File: src/rtl/control_sequencer_pkg.sv
`default_nettype none
// ============================================================================
// Module   : ctrl_pkg
// Purpose  : Shared types and constants for the control sequencer: FSM state
//            encoding, opcodes, datapath function-select codes and the bit
//            layout of the 16-bit datapath control word.
// Revision : 1.0 - initial release
// ============================================================================
package ctrl_pkg;

    typedef enum logic [2:0] {
        ST_FETCH  = 3'd0,
        ST_DECODE = 3'd1,
        ST_EXEC   = 3'd2,
        ST_MEM    = 3'd3,
        ST_HALT   = 3'd4
    } state_t;

    // Opcodes (IR[15:12]); 0xE and 0xF are illegal and behave as NOP
    localparam logic [3:0] OP_NOP  = 4'h0;
    localparam logic [3:0] OP_ADD  = 4'h1;
    localparam logic [3:0] OP_SUB  = 4'h2;
    localparam logic [3:0] OP_AND  = 4'h3;
    localparam logic [3:0] OP_OR   = 4'h4;
    localparam logic [3:0] OP_XOR  = 4'h5;
    localparam logic [3:0] OP_MOV  = 4'h6;
    localparam logic [3:0] OP_LDI  = 4'h7;
    localparam logic [3:0] OP_LD   = 4'h8;
    localparam logic [3:0] OP_ST   = 4'h9;
    localparam logic [3:0] OP_BRZ  = 4'hA;
    localparam logic [3:0] OP_BRN  = 4'hB;
    localparam logic [3:0] OP_JMP  = 4'hC;
    localparam logic [3:0] OP_HALT = 4'hD;

    // Datapath function-select codes
    localparam logic [3:0] FS_A   = 4'b0000;
    localparam logic [3:0] FS_ADD = 4'b0010;
    localparam logic [3:0] FS_SUB = 4'b0101;
    localparam logic [3:0] FS_AND = 4'b1000;
    localparam logic [3:0] FS_OR  = 4'b1001;
    localparam logic [3:0] FS_XOR = 4'b1010;
    localparam logic [3:0] FS_B   = 4'b1100;

    // Control word field positions: {DA,AA,BA,MB,FS,MD,RW}
    localparam int DA_LSB = 13;
    localparam int AA_LSB = 10;
    localparam int BA_LSB = 7;
    localparam int MB_BIT = 6;
    localparam int FS_LSB = 2;
    localparam int MD_BIT = 1;
    localparam int RW_BIT = 0;

    function automatic logic [15:0] make_ctrwrd(
        input logic [2:0] da,
        input logic [2:0] aa,
        input logic [2:0] ba,
        input logic       mb,
        input logic [3:0] fs,
        input logic       md,
        input logic       rw
    );
        logic [15:0] w_word;
        w_word                  = '0;
        w_word[DA_LSB +: 3]     = da;
        w_word[AA_LSB +: 3]     = aa;
        w_word[BA_LSB +: 3]     = ba;
        w_word[MB_BIT]          = mb;
        w_word[FS_LSB +: 4]     = fs;
        w_word[MD_BIT]          = md;
        w_word[RW_BIT]          = rw;
        return w_word;
    endfunction

endpackage
`default_nettype wire

File: src/rtl/control_sequencer_if.sv
`default_nettype none
// ============================================================================
// Module   : control_sequencer_if
// Purpose  : Instruction-fetch and data-memory req/ack handshakes between the
//            sequencer (master) and the memory system (slave).
// Ports    : imem_req/imem_addr/imem_data/imem_ack - instruction fetch
//            dmem_req/dmem_we/dmem_ack               - data access
// Revision : 1.0 - initial release
// ============================================================================
interface control_sequencer_if #(
    parameter int PC_W = 8
);
    logic            imem_req;
    logic [PC_W-1:0] imem_addr;
    logic [15:0]     imem_data;
    logic            imem_ack;
    logic            dmem_req;
    logic            dmem_we;
    logic            dmem_ack;

    modport master (
        output imem_req, imem_addr, dmem_req, dmem_we,
        input  imem_data, imem_ack, dmem_ack
    );

    modport slave (
        input  imem_req, imem_addr, dmem_req, dmem_we,
        output imem_data, imem_ack, dmem_ack
    );
endinterface
`default_nettype wire

File: src/rtl/control_sequencer_decode.sv
`default_nettype none
// ============================================================================
// Module   : ctrl_decode
// Purpose  : Combinational decode of IR + FSM state (+ data ack) into the
//            datapath control word and the sequencing hints used by the FSM.
// Ports    : state, ir, dmem_ack, n, z   - inputs
//            ctrwrd                      - datapath control word
//            branch_taken                - EXEC-only: load PC with PC+offset
//            is_mem/is_store/is_halt     - opcode class of IR
// Revision : 1.0 - initial release
// ============================================================================
module ctrl_decode
    import ctrl_pkg::*;
(
    input  state_t      state,
    input  logic [15:0] ir,
    input  logic        dmem_ack,
    input  logic        n,
    input  logic        z,
    output logic [15:0] ctrwrd,
    output logic        branch_taken,
    output logic        is_mem,
    output logic        is_store,
    output logic        is_halt
);
    logic [3:0] w_op;
    logic [2:0] w_dr;
    logic [2:0] w_sa;
    logic [2:0] w_sb;
    logic       w_ld_commit;

    assign w_op     = ir[15:12];
    assign w_dr     = ir[11:9];
    assign w_sa     = ir[8:6];
    assign w_sb     = ir[5:3];

    assign is_mem   = (w_op == OP_LD) || (w_op == OP_ST);
    assign is_store = (w_op == OP_ST);
    assign is_halt  = (w_op == OP_HALT);

    // A load writes memory data back into DR only on the cycle the ack arrives
    assign w_ld_commit = (w_op == OP_LD) && dmem_ack;

    always_comb begin
        ctrwrd       = '0;
        branch_taken = 1'b0;
        case (state)
            ST_EXEC: begin
                case (w_op)
                    OP_NOP: ;
                    OP_ADD: ctrwrd = make_ctrwrd(w_dr, w_sa, w_sb, 1'b0, FS_ADD, 1'b0, 1'b1);
                    OP_SUB: ctrwrd = make_ctrwrd(w_dr, w_sa, w_sb, 1'b0, FS_SUB, 1'b0, 1'b1);
                    OP_AND: ctrwrd = make_ctrwrd(w_dr, w_sa, w_sb, 1'b0, FS_AND, 1'b0, 1'b1);
                    OP_OR:  ctrwrd = make_ctrwrd(w_dr, w_sa, w_sb, 1'b0, FS_OR,  1'b0, 1'b1);
                    OP_XOR: ctrwrd = make_ctrwrd(w_dr, w_sa, w_sb, 1'b0, FS_XOR, 1'b0, 1'b1);
                    OP_MOV: ctrwrd = make_ctrwrd(w_dr, w_sa, w_sb, 1'b0, FS_A,   1'b0, 1'b1);
                    OP_LDI: ctrwrd = make_ctrwrd(w_dr, 3'd0, 3'd0, 1'b1, FS_B,   1'b0, 1'b1);
                    OP_LD, OP_ST:
                            ctrwrd = make_ctrwrd(3'd0, w_sa, w_sb, 1'b0, FS_A,   1'b0, 1'b0);
                    // Route R[SA] through the ALU so the datapath flags reflect it
                    OP_BRZ: begin
                        ctrwrd       = make_ctrwrd(3'd0, w_sa, 3'd0, 1'b0, FS_A, 1'b0, 1'b0);
                        branch_taken = z;
                    end
                    OP_BRN: begin
                        ctrwrd       = make_ctrwrd(3'd0, w_sa, 3'd0, 1'b0, FS_A, 1'b0, 1'b0);
                        branch_taken = n;
                    end
                    OP_JMP: branch_taken = 1'b1;
                    default: ;
                endcase
            end
            ST_MEM: begin
                ctrwrd = make_ctrwrd(w_ld_commit ? w_dr : 3'd0, w_sa, w_sb, 1'b0, FS_A,
                                     w_ld_commit, w_ld_commit);
            end
            default: ;
        endcase
    end
endmodule
`default_nettype wire

File: src/rtl/control_sequencer.sv
`default_nettype none
// ============================================================================
// Module   : control_sequencer
// Purpose  : Multi-cycle FETCH/DECODE/EXEC/MEM sequencer producing the
//            datapath control word and constant, with req/ack instruction and
//            data-memory ports and a terminal HALT state.
// Ports    : CLK, RESET (async, active low)
//            bus     - imem/dmem handshakes (master side)
//            CTRWRD  - datapath control word, Cin - zero-extended IR[5:0]
//            V,C,N,Z - datapath status flags
//            halted  - sticky halt indicator, pc - current program counter
// Revision : 1.0 - initial release
// ============================================================================
module control_sequencer
    import ctrl_pkg::*;
#(
    parameter int PC_W         = 8,
    parameter int RESET_VECTOR = 0
) (
    input  logic                CLK,
    input  logic                RESET,
    control_sequencer_if.master bus,
    output logic [15:0]         CTRWRD,
    output logic [15:0]         Cin,
    input  logic                V,
    input  logic                C,
    input  logic                N,
    input  logic                Z,
    output logic                halted,
    output logic [PC_W-1:0]     pc
);
    state_t          r_state;
    logic [PC_W-1:0] r_pc;
    logic [15:0]     r_ir;
    logic            r_halted;
    logic            r_imem_req;
    logic            r_dmem_req;
    logic            r_dmem_we;

    logic            w_fetch_ack;
    logic [PC_W-1:0] w_offset;
    logic            w_branch_taken;
    logic            w_is_mem;
    logic            w_is_store;
    logic            w_is_halt;

    // V/C are reserved for future overflow/carry branches
    logic            w_unused_vc;
    assign w_unused_vc = V ^ C;

    // An ack only counts while our own request is up; stale acks are dropped
    assign w_fetch_ack = r_imem_req & bus.imem_ack;
    assign w_offset    = PC_W'($signed(r_ir[5:0]));

    ctrl_decode u_decode (
        .state        (r_state),
        .ir           (r_ir),
        .dmem_ack     (bus.dmem_ack),
        .n            (N),
        .z            (Z),
        .ctrwrd       (CTRWRD),
        .branch_taken (w_branch_taken),
        .is_mem       (w_is_mem),
        .is_store     (w_is_store),
        .is_halt      (w_is_halt)
    );

    assign Cin           = {10'b0, r_ir[5:0]};
    assign halted        = r_halted;
    assign pc            = r_pc;
    assign bus.imem_req  = r_imem_req;
    assign bus.imem_addr = r_pc;
    assign bus.dmem_req  = r_dmem_req;
    assign bus.dmem_we   = r_dmem_we;

    // Requests are registered and raised on the same edge that enters
    // FETCH/MEM, so a zero-wait ack completes FETCH in a single cycle.
    always_ff @(posedge CLK or negedge RESET) begin
        if (!RESET) begin
            r_state    <= ST_FETCH;
            r_pc       <= PC_W'(RESET_VECTOR);
            r_ir       <= '0;
            r_halted   <= 1'b0;
            r_imem_req <= 1'b0;
            r_dmem_req <= 1'b0;
            r_dmem_we  <= 1'b0;
        end else begin
            case (r_state)
                ST_FETCH: begin
                    r_imem_req <= 1'b1;
                    if (w_fetch_ack) begin
                        r_ir       <= bus.imem_data;
                        r_pc       <= r_pc + PC_W'(1);
                        r_imem_req <= 1'b0;
                        r_state    <= ST_DECODE;
                    end
                end
                ST_DECODE: r_state <= ST_EXEC;
                ST_EXEC: begin
                    if (w_branch_taken) begin
                        r_pc <= r_pc + w_offset;
                    end
                    if (w_is_mem) begin
                        r_dmem_req <= 1'b1;
                        r_dmem_we  <= w_is_store;
                        r_state    <= ST_MEM;
                    end else if (w_is_halt) begin
                        r_halted   <= 1'b1;
                        r_state    <= ST_HALT;
                    end else begin
                        r_imem_req <= 1'b1;
                        r_state    <= ST_FETCH;
                    end
                end
                ST_MEM: begin
                    if (bus.dmem_ack) begin
                        r_dmem_req <= 1'b0;
                        r_dmem_we  <= 1'b0;
                        r_imem_req <= 1'b1;
                        r_state    <= ST_FETCH;
                    end
                end
                ST_HALT: r_state <= ST_HALT;
                default: r_state <= ST_FETCH;
            endcase
        end
    end
endmodule
`default_nettype wire

File: src/flat_wrapper.sv
// flat-port wrapper written by rule: the top's interface ports become plain ports
module control_sequencer_flat import ctrl_pkg::*;
#(
    parameter int PC_W         = 8,
    parameter int RESET_VECTOR = 0
)
  (CLK, RESET, CTRWRD, Cin, V, C, N, Z, halted, pc, bus_imem_req, bus_imem_addr, bus_dmem_req, bus_dmem_we, bus_imem_data, bus_imem_ack, bus_dmem_ack);
  control_sequencer_if #(.PC_W(PC_W)) bus_i ();
  input  logic CLK;
  input  logic RESET;
  output logic [15:0] CTRWRD;
  output logic [15:0] Cin;
  input  logic V;
  input  logic C;
  input  logic N;
  input  logic Z;
  output logic halted;
  output logic [PC_W-1:0] pc;
  output wire logic [$bits(bus_i.imem_req)-1:0] bus_imem_req;
  output wire logic [$bits(bus_i.imem_addr)-1:0] bus_imem_addr;
  output wire logic [$bits(bus_i.dmem_req)-1:0] bus_dmem_req;
  output wire logic [$bits(bus_i.dmem_we)-1:0] bus_dmem_we;
  input wire logic [$bits(bus_i.imem_data)-1:0] bus_imem_data;
  input wire logic [$bits(bus_i.imem_ack)-1:0] bus_imem_ack;
  input wire logic [$bits(bus_i.dmem_ack)-1:0] bus_dmem_ack;
  assign bus_imem_req = bus_i.imem_req;
  assign bus_imem_addr = bus_i.imem_addr;
  assign bus_dmem_req = bus_i.dmem_req;
  assign bus_dmem_we = bus_i.dmem_we;
  assign bus_i.imem_data = bus_imem_data;
  assign bus_i.imem_ack = bus_imem_ack;
  assign bus_i.dmem_ack = bus_dmem_ack;
  control_sequencer #(.PC_W(PC_W), .RESET_VECTOR(RESET_VECTOR)) u_core (.CLK(CLK), .RESET(RESET), .bus(bus_i), .CTRWRD(CTRWRD), .Cin(Cin), .V(V), .C(C), .N(N), .Z(Z), .halted(halted), .pc(pc));
endmodule
File: config.mk
export PLATFORM = sky130hd
export DESIGN_NAME = control_sequencer_flat
export DESIGN_NICKNAME = d
export VERILOG_FILES = /design/src/rtl/control_sequencer_pkg.sv /design/src/rtl/control_sequencer_if.sv /design/src/rtl/control_sequencer_decode.sv /design/src/rtl/control_sequencer.sv /design/src/flat_wrapper.sv
export SDC_FILE = /design/constraint.sdc
export NUM_CORES = 1
export LEC_CHECK = 0
export ABC_AREA = 1
export CORE_MARGIN = 3
export CORE_UTILIZATION = 49
export DETAILED_ROUTE_END_ITERATION = 16
export PLACE_DENSITY = 0.86
export SETUP_SLACK_MARGIN = 0.2
export SLEW_MARGIN = 20
export SYNTH_ARGS = -nofsm -noshare
export SYNTH_HDL_FRONTEND = slang
export SYNTH_SLANG_ARGS = --single-unit
File: constraint.sdc
create_clock -name CLK -period 5.9 [get_ports CLK]
set_input_delay 1.18 -clock CLK [delete_from_list [all_inputs] [get_ports CLK]]
set_output_delay 1.18 -clock CLK [all_outputs]
set_load 0.01 [all_outputs]
**Word-level counts from Yosys, hierarchy flattened**

Index checks and enable logic that the tools add are counted.
W data, S select, Z words.

- Flip-flop bits (word level): 31
- Output and inout port bits: 52
- Logic and storage cells: 71

- Add/sub/neg operators: 2
- Equal/unequal tests: 23
- Mux-type cells: 23
- Bitwise operators: 2
- Reduce and logical (&&, ||, !) cells: 14

Operator list:

| cell | number |
|---|---|
| $pmux W16 S9 | 1 |
| $pmux W16 S2 | 1 |
| $eq A4 B4 Y1 const B | 6 |
| $eq A4 B3 Y1 const B | 4 |
| $mux W8 | 2 |
| $pmux W8 S2 | 1 |
| $mux W3 | 5 |
| $pmux W3 S5 | 1 |
| $ne A2 B2 Y1 const B | 5 |
| $reduce_and A3 Y1 | 3 |
| $add A8 B1 Y8 const B | 1 |
| $add A8 B8 Y8 | 1 |
| $eq A4 B2 Y1 const B | 2 |
| $mux W1 | 8 |
| $eq A3 B2 Y1 const B | 2 |
| $pmux W1 S3 | 2 |
| $eq A4 B1 Y1 const B | 1 |
| $pmux W1 S2 | 2 |
| $reduce_and A2 Y1 | 2 |
| $reduce_and A4 Y1 | 1 |
| $reduce_bool A2 Y1 | 2 |
| $reduce_or A2 Y1 | 2 |
| $eq A3 B1 Y1 const B | 1 |
| $eq A3 B3 Y1 const B | 1 |
| other kinds (7) | 7 |

**Logic depth before layout (Yosys ltp)**

- Depth in word-level cells: 5
- Depth in mapped cells: 15

**Modules after synthesis**

From an unflattened synthesis, not the netlist that was laid out.

- Cell total of the unflattened synthesis: 293
- Area total of the unflattened synthesis: 2155.8 um2

Modules (own cells, without submodules):

| module | instances | cells an instance | area an instance (um2) | seq. area each (um2) |
|---|---|---|---|---|
| control_sequencer | 1 | 226 | 1811.7 | 775.7 |
| ctrl_decode | 1 | 67 | 344.1 | 0.0 |

**Least setup slack after synthesis**

OpenSTA, ideal clock, no wires.

- Kind: input port to output port
- From: in bus_dmem_ack
- To: out CTRWRD[13]
- Data arrival time: 1.785 ns
- Data required time: 4.720 ns
- Slack: 2.935 ns
- Stages on the path: 6
- Buffers on the path: 0
- Cell sequence: inv_1 > nor3_2 > nand2_1 > nand2_1 > inv_2 > nor2_1

- Longest elaborated chain between the ends: 3

Ends and longest elaborated chain:

| item | RTL line | text |
|---|---|---|
| start: declaration | flat_wrapper.sv:25 | `input wire logic [$bits(bus_i.dmem_ack)-1:0] bus_dmem_ack;` |
| $logic_and A1 B1 Y1 | control_sequencer_decode.sv:42 | `assign w_ld_commit = (w_op == OP_LD) && dmem_ack;` |
| $mux W3 | control_sequencer_decode.sv:74 | `ctrwrd = make_ctrwrd(w_ld_commit ? w_dr : 3'd0, w_sa, w_sb, 1'b0, FS_A,` |
| $pmux W16 S2 | control_sequencer_decode.sv:47 | `case (state)` |
| end: declaration | flat_wrapper.sv:11 | `output logic [15:0] CTRWRD;` |

Every way passes these cells.

**Final worst setup path**

- From: in bus_dmem_ack
- To: out CTRWRD[15]

Same word-level chain as after synthesis.

==> flow_metrics.tcl <==
set metrics [dict create \
    netlist-cell-type-count 31 \
    max_cap_violations 0 \
    ctsHoldBuffers 0 \
    vdd_drop_max_mv 0.239 \
    power_leakage_nw 1.42 \
    place_congestion 0.860 \
    vias 1992 \
    path_class "input port to output pin" \
    cp-end-kind "output pin" \
    relSlewSlack_pct 59.6 \
    synth-seq-cells 31 \
    start_util_pct 52.1 \
    clk_pin_slew_ns 0.07 \
    nNetsFinal 379 \
    synth_area_leaders "dfrtp_1, nand2_1, buf_4, inv_1, nand3_1" \
    cts_tree "yes" \
    antenna_cells 0 \
    reg2reg_to "u_core.bus.imem_addr[4]" \
    hold_ws_ns 0.468 \
    finalHoldViolCount 0 \
    root_buffer "clkbuf_8" \
    reg2regPathDepth 11 \
    min_period_ns 3.93 \
    overflow 0 \
    synth_top_area_share_pct 36.5 \
    synth_edf_count 0 \
    place_area_um2 2660 \
    max_stage_delay_ns 0.55 \
    syn_inst 295 \
    synth.most_common_cell "nand2_1" \
    die_w_um 71.9 \
    syn_area_um2 2130 \
    dp_hpwl_um 3720 \
    grt_pass1_vias 1901 \
    grt_pass1_wl_um 8120 \
    portBuffers 63 \
    cts_resized 0 \
    setup_viol 0 \
    io_pins 76 \
    holdPathStages 2 \
    post_cts_buffers 0 \
    syn_to_final_growth_pct 30.0 \
    cts_buffer_depth 2 \
    fin_area_um2 2770 \
    die_area_um2 5170 \
    yosys.area.top_type "dfrtp_1" \
    drcViolationCount 0 \
    power_density_nw_per_um2 488 \
    holdPathEnd "u_core.halted" \
    htree_levels 2 \
    reg2reg_slack_ns 3.59 \
    via_per_inst 5.01 \
    cp-start-kind "input port" \
    detail-route-antenna-nets 0 \
    slowest_stage "clkdlybuf4s50_1" \
    yosysWarnings 0 \
    clk_latency_ns 0.28 \
    core-area_um2 4090 \
    finClkSkew_ns 0.00193 \
    drive_gt1_share_pct 8.62 \
    ys.flop_type "dfrtp_1" \
    drt-initial-drc-count 79 \
    firstDrtPassIters 4 \
    syn_area_per_cell_um2 7.21 \
    worstMarginPinSlew_ns 0.605 \
    antenna_found_initial 0 \
    wl_per_cell_um 12.0 \
    min_from "u_core.halted" \
    cts_inserted_buffers 5 \
    numClockSinks 31 \
    drt-total-wl_um 4780 \
    finalCritPeriodShare_pct 66.5 \
    p_total_w 0.00135 \
    grtUsageTotal_pct 19.7 \
    die_h_um 71.9 \
    clock.fmax_mhz 255 \
    worstPathMaxFanout 3 \
    rsz0062_at_grt "false" \
    r2r_start "u_core.r_state[1]" \
    required_ns 4.72 \
    ys_seq_area_share_pct 36.5 \
    synth_common_cells "nand2_1, inv_1, dfrtp_1" \
    hp-class "flip-flop to flip-flop" \
    finalMaxSlewViolations 0 \
    rows 23 \
    status "completed" \
    grt_max_degree 33 \
    async_reset_ff_share_pct 100 \
    path_cells "clkdlybuf4s50_1, inv_1, nor3_2, nand2_1, nand2_1, inv_2, nor2_1, clkdlybuf4s50_1" \
    crit_arrival_ns 2.75 \
    setup_tns_ns 0 \
]
==> per-stage QoR <==
step,setup WS (ns),instances,util [%]
2_1_floorplan,2.93,304,-
3_3_place_gp,2.04,390,65.1
3_5_place_dp,1.95,390,65.1
4_1_cts,1.94,398,67.7
5_1_grt,1.87,398,67.7
6_report,1.97,398,67.7
==> kinds of logic after synthesis <==
| logic type | synth area share (%) |
|---|---|
| AOI/OAI and AO/OA | 8.06 |
| xor gates and xnor gates | 1.24 |
| adders and majority gates | 5.06 |
| buffers and inverters | 17.4 |
| DFF | 36.5 |
| other | 0.176 |
| and+or+nand+nor | 31.6 |
==> area by class of cell <==
class | instances | area, µm²
Inverter | 45 | 169
Clock inverter | 1 | 7.51
Sequential cell | 31 | 776
Fill cell | 348 | 1320
Timing Repair Buffer | 64 | 638
Tap cell | 50 | 62.6
Multi-Input combinational cell | 200 | 1020
Clock buffer | 7 | 96.3
==> worst max-delay path by stage <==
| stage | startpoint | to | slack [ns] | cells after the start |
|---|---|---|---|---|
| finish | bus_dmem_ack | CTRWRD[15] | 1.97 | 8 |
| detailed placement | bus_dmem_ack | CTRWRD[15] | 1.95 | 8 |
| global placement | bus_dmem_ack | CTRWRD[13] | 2.04 | 8 |
| global route | bus_dmem_ack | CTRWRD[15] | 1.87 | 8 |
| CTS | bus_dmem_ack | CTRWRD[15] | 1.94 | 8 |
| floorplan | bus_dmem_ack | CTRWRD[13] | 2.93 | 6 |
==> cell usage in the layout, fill, tap and decap left out, drive strengths merged <==
| cell type | netlist | routed |
|---|---|---|
| a21oi | 9 | 9 |
| clkinvlp | 0 | 1 |
| xor2 | 3 | 3 |
| nand4 | 5 | 5 |
| conb | 1 | 10 |
| nand2 | 91 | 91 |
| nor3 | 2 | 2 |
| o31ai | 1 | 1 |
| clkdlybuf4s50 | 0 | 63 |
| ha | 7 | 7 |
| fa | 1 | 1 |
| a21boi | 1 | 1 |
| a31oi | 1 | 1 |
| or2 | 1 | 1 |
| nand3 | 22 | 22 |
| clkbuf | 0 | 7 |
| dfrtp | 31 | 31 |
| inv | 45 | 45 |
| buf | 28 | 1 |
| and2 | 1 | 1 |
| o22ai | 1 | 1 |
| o21ai | 19 | 19 |
| nor2 | 24 | 24 |
| nand3b | 1 | 1 |
==> power by group <==
part / total, W / switching [W] / leakage, nW / internal [W]
Combinational: 0.000778 / 0.000433 / 0.978 / 0.000345
Sequential: 0.000385 / 0.0000784 / 0.389 / 0.000307
Clock: 0.000186 / 0.0000801 / 0.0505 / 0.000106
Total: 0.00135 / 0.000592 / 1.42 / 0.000758
==> flip-flops by register name, summed over array words and instances, names as in the netlist <==
name,cells
u_core.r_ir,16
u_core.bus.imem_addr,8
u_core.bus.dmem_we,1
u_core.halted,1
u_core.r_state,3
u_core.bus.dmem_req,1
u_core.bus.imem_req,1
==> routing by layer <==
| metal | part of all wire [%] | track usage [%] | wire length (µm) | vias up |
|---|---|---|---|---|
| met5 | 0 | 0 | 0 | - |
| met4 | 0.69 | 6.05 | 33 | 0 |
| met3 | 6.9 | 4.63 | 329 | 4 |
| met2 | 50 | 33.9 | 2370 | 62 |
| met1 | 43 | 24.4 | 2050 | 936 |
| li1 | - | - | - | 990 |
==> critical path: cells and delay by family <==
family / cells / cell delay (ns)
buf+inv: 4 / 1.12
simple gates: 4 / 0.43
No activity file was read; power rests on OpenSTA's default activity.
